$ cat src/rtl/axi_lite_arb_master.sv
// Arbitrates NCH request channels (round-robin or fixed priority) onto one AXI4-Lite master, one transaction in flight.
// Latency: accept->resp_valid 3 cycles with a zero-wait slave; non-granted requests stay pending, VALIDs held until READY.
module axi_lite_arb_master #(
    parameter int          NCH      = 2,
    parameter int          ADDR_W   = 32,
    parameter int          DATA_W   = 32,
    parameter int          ARB_MODE = 1,
    parameter logic [2:0]  PROT     = 3'b000,
    localparam int         STRB_W   = DATA_W / 8
) (
    input  logic                     clk,
    input  logic                     rst,
    input  logic [NCH-1:0]           req_valid,
    output logic [NCH-1:0]           req_ready,
    input  logic [NCH-1:0]           req_write,
    input  logic [NCH*ADDR_W-1:0]    req_addr,
    input  logic [NCH*DATA_W-1:0]    req_wdata,
    input  logic [NCH*STRB_W-1:0]    req_wstrb,
    output logic [NCH-1:0]           resp_valid,
    output logic [DATA_W-1:0]        resp_data,
    output logic                     resp_err,
    output logic [ADDR_W-1:0]        axi_araddr,
    output logic                     axi_arvalid,
    output logic [2:0]               axi_arprot,
    input  logic                     axi_arready,
    input  logic [DATA_W-1:0]        axi_rdata,
    input  logic [1:0]               axi_rresp,
    input  logic                     axi_rvalid,
    output logic                     axi_rready,
    output logic [ADDR_W-1:0]        axi_awaddr,
    output logic                     axi_awvalid,
    output logic [2:0]               axi_awprot,
    input  logic                     axi_awready,
    output logic [DATA_W-1:0]        axi_wdata,
    output logic [STRB_W-1:0]        axi_wstrb,
    output logic                     axi_wvalid,
    input  logic                     axi_wready,
    input  logic [1:0]               axi_bresp,
    input  logic                     axi_bvalid,
    output logic                     axi_bready
);

    localparam int IDX_W = (NCH > 1) ? $clog2(NCH) : 1;

    typedef enum logic [2:0] {S_IDLE, S_AR, S_R, S_WR, S_B} state_t;

    state_t              state_q, state_d;
    logic [IDX_W-1:0]    ptr_q, ptr_d;
    logic [IDX_W-1:0]    gnt_q, gnt_d;
    logic [ADDR_W-1:0]   addr_q, addr_d;
    logic [DATA_W-1:0]   wdata_q, wdata_d;
    logic [STRB_W-1:0]   wstrb_q, wstrb_d;
    logic                arvalid_q, arvalid_d;
    logic                rready_q, rready_d;
    logic                awvalid_q, awvalid_d;
    logic                wvalid_q, wvalid_d;
    logic                bready_q, bready_d;
    logic                aw_done_q, aw_done_d;
    logic                w_done_q, w_done_d;
    logic [NCH-1:0]      resp_valid_q, resp_valid_d;
    logic [DATA_W-1:0]   resp_data_q, resp_data_d;
    logic                resp_err_q, resp_err_d;

    logic                any_req;
    logic [IDX_W-1:0]    gnt_idx;
    logic [IDX_W-1:0]    cand;
    int                  start_idx;
    logic                aw_now;
    logic                w_now;
    logic                unused_resp_lsb;

    assign unused_resp_lsb = ^{axi_rresp[0], axi_bresp[0]};

    // Search upward from start_idx with wrap; first valid channel wins.
    always_comb begin
        any_req   = 1'b0;
        gnt_idx   = '0;
        cand      = '0;
        start_idx = (ARB_MODE != 0) ? int'(ptr_q) : 0;
        for (int i = 0; i < NCH; i++) begin
            cand = IDX_W'((start_idx + i) % NCH);
            if (!any_req && req_valid[cand]) begin
                any_req = 1'b1;
                gnt_idx = cand;
            end
        end
    end

    always_comb begin
        req_ready = '0;
        if (state_q == S_IDLE && any_req) begin
            req_ready[gnt_idx] = 1'b1;
        end
    end

    always_comb begin
        state_d      = state_q;
        ptr_d        = ptr_q;
        gnt_d        = gnt_q;
        addr_d       = addr_q;
        wdata_d      = wdata_q;
        wstrb_d      = wstrb_q;
        arvalid_d    = arvalid_q;
        rready_d     = rready_q;
        awvalid_d    = awvalid_q;
        wvalid_d     = wvalid_q;
        bready_d     = bready_q;
        aw_done_d    = aw_done_q;
        w_done_d     = w_done_q;
        resp_valid_d = '0;
        resp_data_d  = resp_data_q;
        resp_err_d   = resp_err_q;
        aw_now       = aw_done_q | (awvalid_q & axi_awready);
        w_now        = w_done_q  | (wvalid_q  & axi_wready);

        case (state_q)
            S_IDLE: begin
                if (any_req) begin
                    gnt_d   = gnt_idx;
                    addr_d  = req_addr[gnt_idx*ADDR_W +: ADDR_W];
                    wdata_d = req_wdata[gnt_idx*DATA_W +: DATA_W];
                    wstrb_d = req_wstrb[gnt_idx*STRB_W +: STRB_W];
                    if (int'(gnt_idx) == NCH - 1) begin
                        ptr_d = '0;
                    end else begin
                        ptr_d = gnt_idx + 1'b1;
                    end
                    if (req_write[gnt_idx]) begin
                        awvalid_d = 1'b1;
                        wvalid_d  = 1'b1;
                        aw_done_d = 1'b0;
                        w_done_d  = 1'b0;
                        state_d   = S_WR;
                    end else begin
                        arvalid_d = 1'b1;
                        state_d   = S_AR;
                    end
                end
            end
            S_AR: begin
                if (axi_arready) begin
                    arvalid_d = 1'b0;
                    rready_d  = 1'b1;
                    state_d   = S_R;
                end
            end
            S_R: begin
                if (axi_rvalid) begin
                    rready_d            = 1'b0;
                    resp_data_d         = axi_rdata;
                    resp_err_d          = axi_rresp[1];
                    resp_valid_d[gnt_q] = 1'b1;
                    state_d             = S_IDLE;
                end
            end
            S_WR: begin
                // AW and W complete independently; done flags remember the earlier one.
                if (awvalid_q && axi_awready) begin
                    awvalid_d = 1'b0;
                    aw_done_d = 1'b1;
                end
                if (wvalid_q && axi_wready) begin
                    wvalid_d = 1'b0;
                    w_done_d = 1'b1;
                end
                if (aw_now && w_now) begin
                    bready_d = 1'b1;
                    state_d  = S_B;
                end
            end
            S_B: begin
                if (axi_bvalid) begin
                    bready_d            = 1'b0;
                    resp_err_d          = axi_bresp[1];
                    resp_data_d         = '0;
                    resp_valid_d[gnt_q] = 1'b1;
                    state_d             = S_IDLE;
                end
            end
            default: state_d = S_IDLE;
        endcase
    end

    always_ff @(posedge clk) begin
        if (rst) begin
            state_q      <= S_IDLE;
            ptr_q        <= '0;
            gnt_q        <= '0;
            addr_q       <= '0;
            wdata_q      <= '0;
            wstrb_q      <= '0;
            arvalid_q    <= 1'b0;
            rready_q     <= 1'b0;
            awvalid_q    <= 1'b0;
            wvalid_q     <= 1'b0;
            bready_q     <= 1'b0;
            aw_done_q    <= 1'b0;
            w_done_q     <= 1'b0;
            resp_valid_q <= '0;
            resp_data_q  <= '0;
            resp_err_q   <= 1'b0;
        end else begin
            state_q      <= state_d;
            ptr_q        <= ptr_d;
            gnt_q        <= gnt_d;
            addr_q       <= addr_d;
            wdata_q      <= wdata_d;
            wstrb_q      <= wstrb_d;
            arvalid_q    <= arvalid_d;
            rready_q     <= rready_d;
            awvalid_q    <= awvalid_d;
            wvalid_q     <= wvalid_d;
            bready_q     <= bready_d;
            aw_done_q    <= aw_done_d;
            w_done_q     <= w_done_d;
            resp_valid_q <= resp_valid_d;
            resp_data_q  <= resp_data_d;
            resp_err_q   <= resp_err_d;
        end
    end

    assign resp_valid  = resp_valid_q;
    assign resp_data   = resp_data_q;
    assign resp_err    = resp_err_q;
    assign axi_araddr  = addr_q;
    assign axi_arvalid = arvalid_q;
    assign axi_arprot  = PROT;
    assign axi_rready  = rready_q;
    assign axi_awaddr  = addr_q;
    assign axi_awvalid = awvalid_q;
    assign axi_awprot  = PROT;
    assign axi_wdata   = wdata_q;
    assign axi_wstrb   = wstrb_q;
    assign axi_wvalid  = wvalid_q;
    assign axi_bready  = bready_q;

endmodule
$ cat config.mk
export PLATFORM = sky130hd
export DESIGN_NAME = axi_lite_arb_master
export DESIGN_NICKNAME = d
export VERILOG_FILES = /design/src/rtl/axi_lite_arb_master.sv
export SDC_FILE = /design/constraint.sdc
export NUM_CORES = 1
export LEC_CHECK = 0
export CELL_PAD_IN_SITES_DETAIL_PLACEMENT = 1
export CELL_PAD_IN_SITES_GLOBAL_PLACEMENT = 1
export CORE_MARGIN = 3
export CORE_UTILIZATION = 22
export DETAILED_ROUTE_END_ITERATION = 10
export HOLD_SLACK_MARGIN = 0.02
export PLACE_DENSITY_LB_ADDON = 0.1
export SLEW_MARGIN = 15
export SYNTH_ARGS = -nofsm -noshare
export SYNTH_HDL_FRONTEND = slang
export SYNTH_SLANG_ARGS = --single-unit
$ cat constraint.sdc
create_clock -name clk -period 1.6 [get_ports clk]
set_input_delay 0.16 -clock clk [delete_from_list [all_inputs] [get_ports clk]]
set_output_delay 0.16 -clock clk [all_outputs]
set_load 0.03 [all_outputs]
==> results.json <==
{
  "place_area_sq_um": 8129,
  "drc": 0,
  "worst_slew_margin_rel_pct": 61.81,
  "flip_flop_cell_with_the_highest_count_after_synthesis": "sky130_fd_sc_hd__dfxtp_1",
  "drt_wl_total_um": 22940,
  "num_io_pins": 331,
  "synthTopCellsByArea": "sky130_fd_sc_hd__dfxtp_1 (48%), sky130_fd_sc_hd__a22oi_1 (11%), sky130_fd_sc_hd__nand2_1 (8.5%)",
  "floorplan.initialDensity_pct": 22.56,
  "tightest_slew_ns": 0.5668,
  "number_of_enable_type_register_cells_in_the_synthesized_netlist": 0,
  "wl_met3_um": 1420,
  "finish.net_count": 1054,
  "drt_pass1_iterations": 4,
  "power_frac_comb_pct": 29.1,
  "cp_slowest_stage_delay_ns": 0.42,
  "placeableCoreArea_sq_um": 21220,
  "clk_pin_slew_ns": 0.05,
  "path_class": "reg -> out",
  "area_delta_synth_final_pct": 96.86,
  "timing_max_transition_violations_final": 0,
  "maximum_number_of_pins_on_one_net_before_global_route_repair": 114,
  "met2RoutedLength_um": 11650,
  "fillerInstances": 2383,
  "sw_frac_of_total_pct": 31.63,
  "rsz0062_at_grt": "yes",
  "final_hold_viol_count": 0,
  "number_of_antenna_violations_at_the_first_check_in_global_routing": 0,
  "grt_remaining_overflow": 0,
  "cp_data_arrival_time_ns": 1.61,
  "grt_first_pass_wirelength_um": 33910,
  "netlist-cell-type-count": 35,
  "clock_power_share_pct": 39.4,
  "route.layer.met1.wl_um": 9430,
  "routed-via-count": 5442,
  "cts_buffer_depth": 2,
  "replace_congestion": 0.8154,
  "wl_per_cell_um": 19.79,
  "tritoncts": "yes",
  "timing.critical_path.to_type": "output port",
  "mostFrequentLayoutCell": "sky130_fd_sc_hd__clkdlybuf4s50_1",
  "hold_ws_ns": 0.2089,
  "standard_cell_row_count": 53,
  "dr.first_iter.drc_count": 214,
  "layout.cells.most_common_list": "sky130_fd_sc_hd__clkdlybuf4s50_1 (179), sky130_fd_sc_hd__dlygate4sd2_1 (128), sky130_fd_sc_hd__dfxtp_1 (113)",
  "cellLeakagePower_uw": 0.004022,
  "post-synth-top-area-fraction_pct": 48.09,
  "min_period_ns": 1.768,
  "share_of_total_power_in_sequential_cells_pct": 31.5,
  "detail-route-antenna-nets": 0,
  "timing.final.crit_share_pct": 110.5,
  "floorplan.die.height_um": 153.5,
  "outcome": "finished, violations left",
  "die_area_sq_um": 23570,
  "critical_path.slowest_cell": "sky130_fd_sc_hd__or3_4",
  "post-route-cell-area_sq_um": 9424,
  "diodes": 0,
  "cts-hold-fix-buffers": 0,
  "worst_ep_required_ns": 1.44,
  "seq_area_frac_synth_pct": 48.09,
  "maxCapViolCount": 0,
  "max_ir_drop_vdd_v": 0.0005672,
  "gr-usage-all-layers_pct": 18.31,
  "die_w_um": 153.5,
  "place_ws_ns": -0.3934,
  "clock_insertion_delay_worst_skew_ns": 0.41,
  "highest-signal-layer": "met4",
  "clkSinkCount": 115,
  "async_sr_flop_fraction_pct": 0,
  "post_route_cells_drive_above_1_share_pct": 19.34,
  "io_buffer_count": 322,
  "critical_path.cell_chain": "or3_4 -> a211oi_4 -> buf_6 -> buf_8",
  "warning_count_from_the_yosys_run": 0,
  "critical_path.startpoint_type": "register",
  "worst_slack_ns": -0.1685,
  "powerDensity_nw_per_um2": 1142,
  "power.net_switching_uw": 3406,
  "root_buffer": "sky130_fd_sc_hd__clkbuf_16",
  "post_synth.cell_area_avg_sq_um": 8.473,
  "peak_clock_frequency_supported_by_timing_mhz": 565.5,
  "biggest_fanout_along_the_worst_timing_path": 4,
  "violations_in_the_final_reports": "negative setup slack",
  "cell_internal_pwr_uw": 7361,
  "htree_num_levels": 4,
  "synth.cell_area_sq_um": 4787,
  "worstHoldPathType": "in -> reg",
  "hpwlAfterDp_um": 15260,
  "avgViaCountPerCell": 4.695,
  "finalClockSkew_ns": 0.01140,
  "netlist_instances": 565,
  "ys_ff_latch": 115,
  "setup_violations": 70,
  "cts_made_buffers": 17,
  "first_global_vias": 5893,
  "synth_area_leader_cell": "sky130_fd_sc_hd__dfxtp_1"
}
==> metrics by stage <==
stage | total power (uW) | cells | utilization, % | setup TNS, ns
6_report | 10770 | 1159 | 44.41 | -5.849
3_3_place_gp | 6348 | 1109 | 38.31 | -9.400
2_1_floorplan | 5020 | 570 | - | -0.4732
5_1_grt | 11240 | 1159 | 44.41 | -10.66
3_5_place_dp | 6396 | 1109 | 38.31 | -14.06
4_1_cts | 10790 | 1149 | 42.91 | -9.120
==> metal layers <==
metal	up-vias	GRT usage, %
met5	-	0
li1	2562	-
met4	0	5.929
met1	2627	21.10
met3	28	5.657
met2	225	32.36
==> worst paths after layout <==
check	from	endpoint	slack, ns	cells after the start
worst min-delay path	rst	axi_awvalid	0.21	4
worst min register to register	resp_data[13]	resp_data[13]	0.45	2
worst max-delay path	state_q[2]	req_ready[0]	-0.17	4
worst max register to register	state_q[2]	axi_araddr[13]	-0.17	7
==> worst max-delay path: cells and delay by family, from the launching register on <==
kind / cells / cell delay [ns]
buf+inv: 2 / 0.26
flops: 1 / 0.32
simple gates: 1 / 0.42
compound gates: 1 / 0.20
==> power by group through the flow <==
stage | Combinational [uW] | Clock [uW] | Sequential (uW)
final | 3130 | 4240 | 3390
after global routing | 3330 | 4480 | 3430
after CTS | 3050 | 4360 | 3390
after detailed placement | 2970 | 0 | 3430
after global placement | 2930 | 0 | 3410
after floorplan | 1090 | 0 | 3930
==> cell usage after synthesis (all sizes together), types with 4 or more instances <==
master  count
a21oi      39
o21ai      73
nor3        4
nor2        7
buf        54
clkbuf     31
dfxtp     115
a22oi      68
inv         7
nand3      34
nand2     108
==> cell families (layout without fill, tap and decap cells) <==
family	after synthesis	in the layout	synth area share, %
AOI/OAI and AO/OA	192	193	24.70
and+or+nand+nor	162	162	14.56
DFF	115	115	48.09
buffers and inverters	92	405	11.66
muxes	3	3	0.9148
other	1	6	0.07834
==> layout make-up <==
cell class              count  area (sq um)  area share, %
well taps                 275         344.1          3.651
inverters                   7         28.78         0.3054
clock inverters            13         205.2          2.177
repair buffers            366          3722          39.50
multi-input cells         364          2366          25.11
flip-flops and latches    115          2305          24.46
clock buffers              19         452.9          4.806
==> registers in the layout (all words and copies together), names as in the netlist <==
signal and flops:
axi_araddr 32, axi_wdata 32, resp_data 32, axi_wstrb 4, state_q 3, resp_valid 2
aw_done_q 1, axi_arvalid 1, axi_awvalid 1, axi_bready 1, axi_rready 1, axi_wvalid 1
gnt_q 1, ptr_q 1, resp_err 1, w_done_q 1
==> what timing repair did <==
item	4_1_cts	5_1_grt
setup buffers	3	8
gates resized for setup	196	62
pin swaps	2	7
gates cloned	5	4
setup endpoints to repair	136	119
Power figures use the tool's default switching activity.
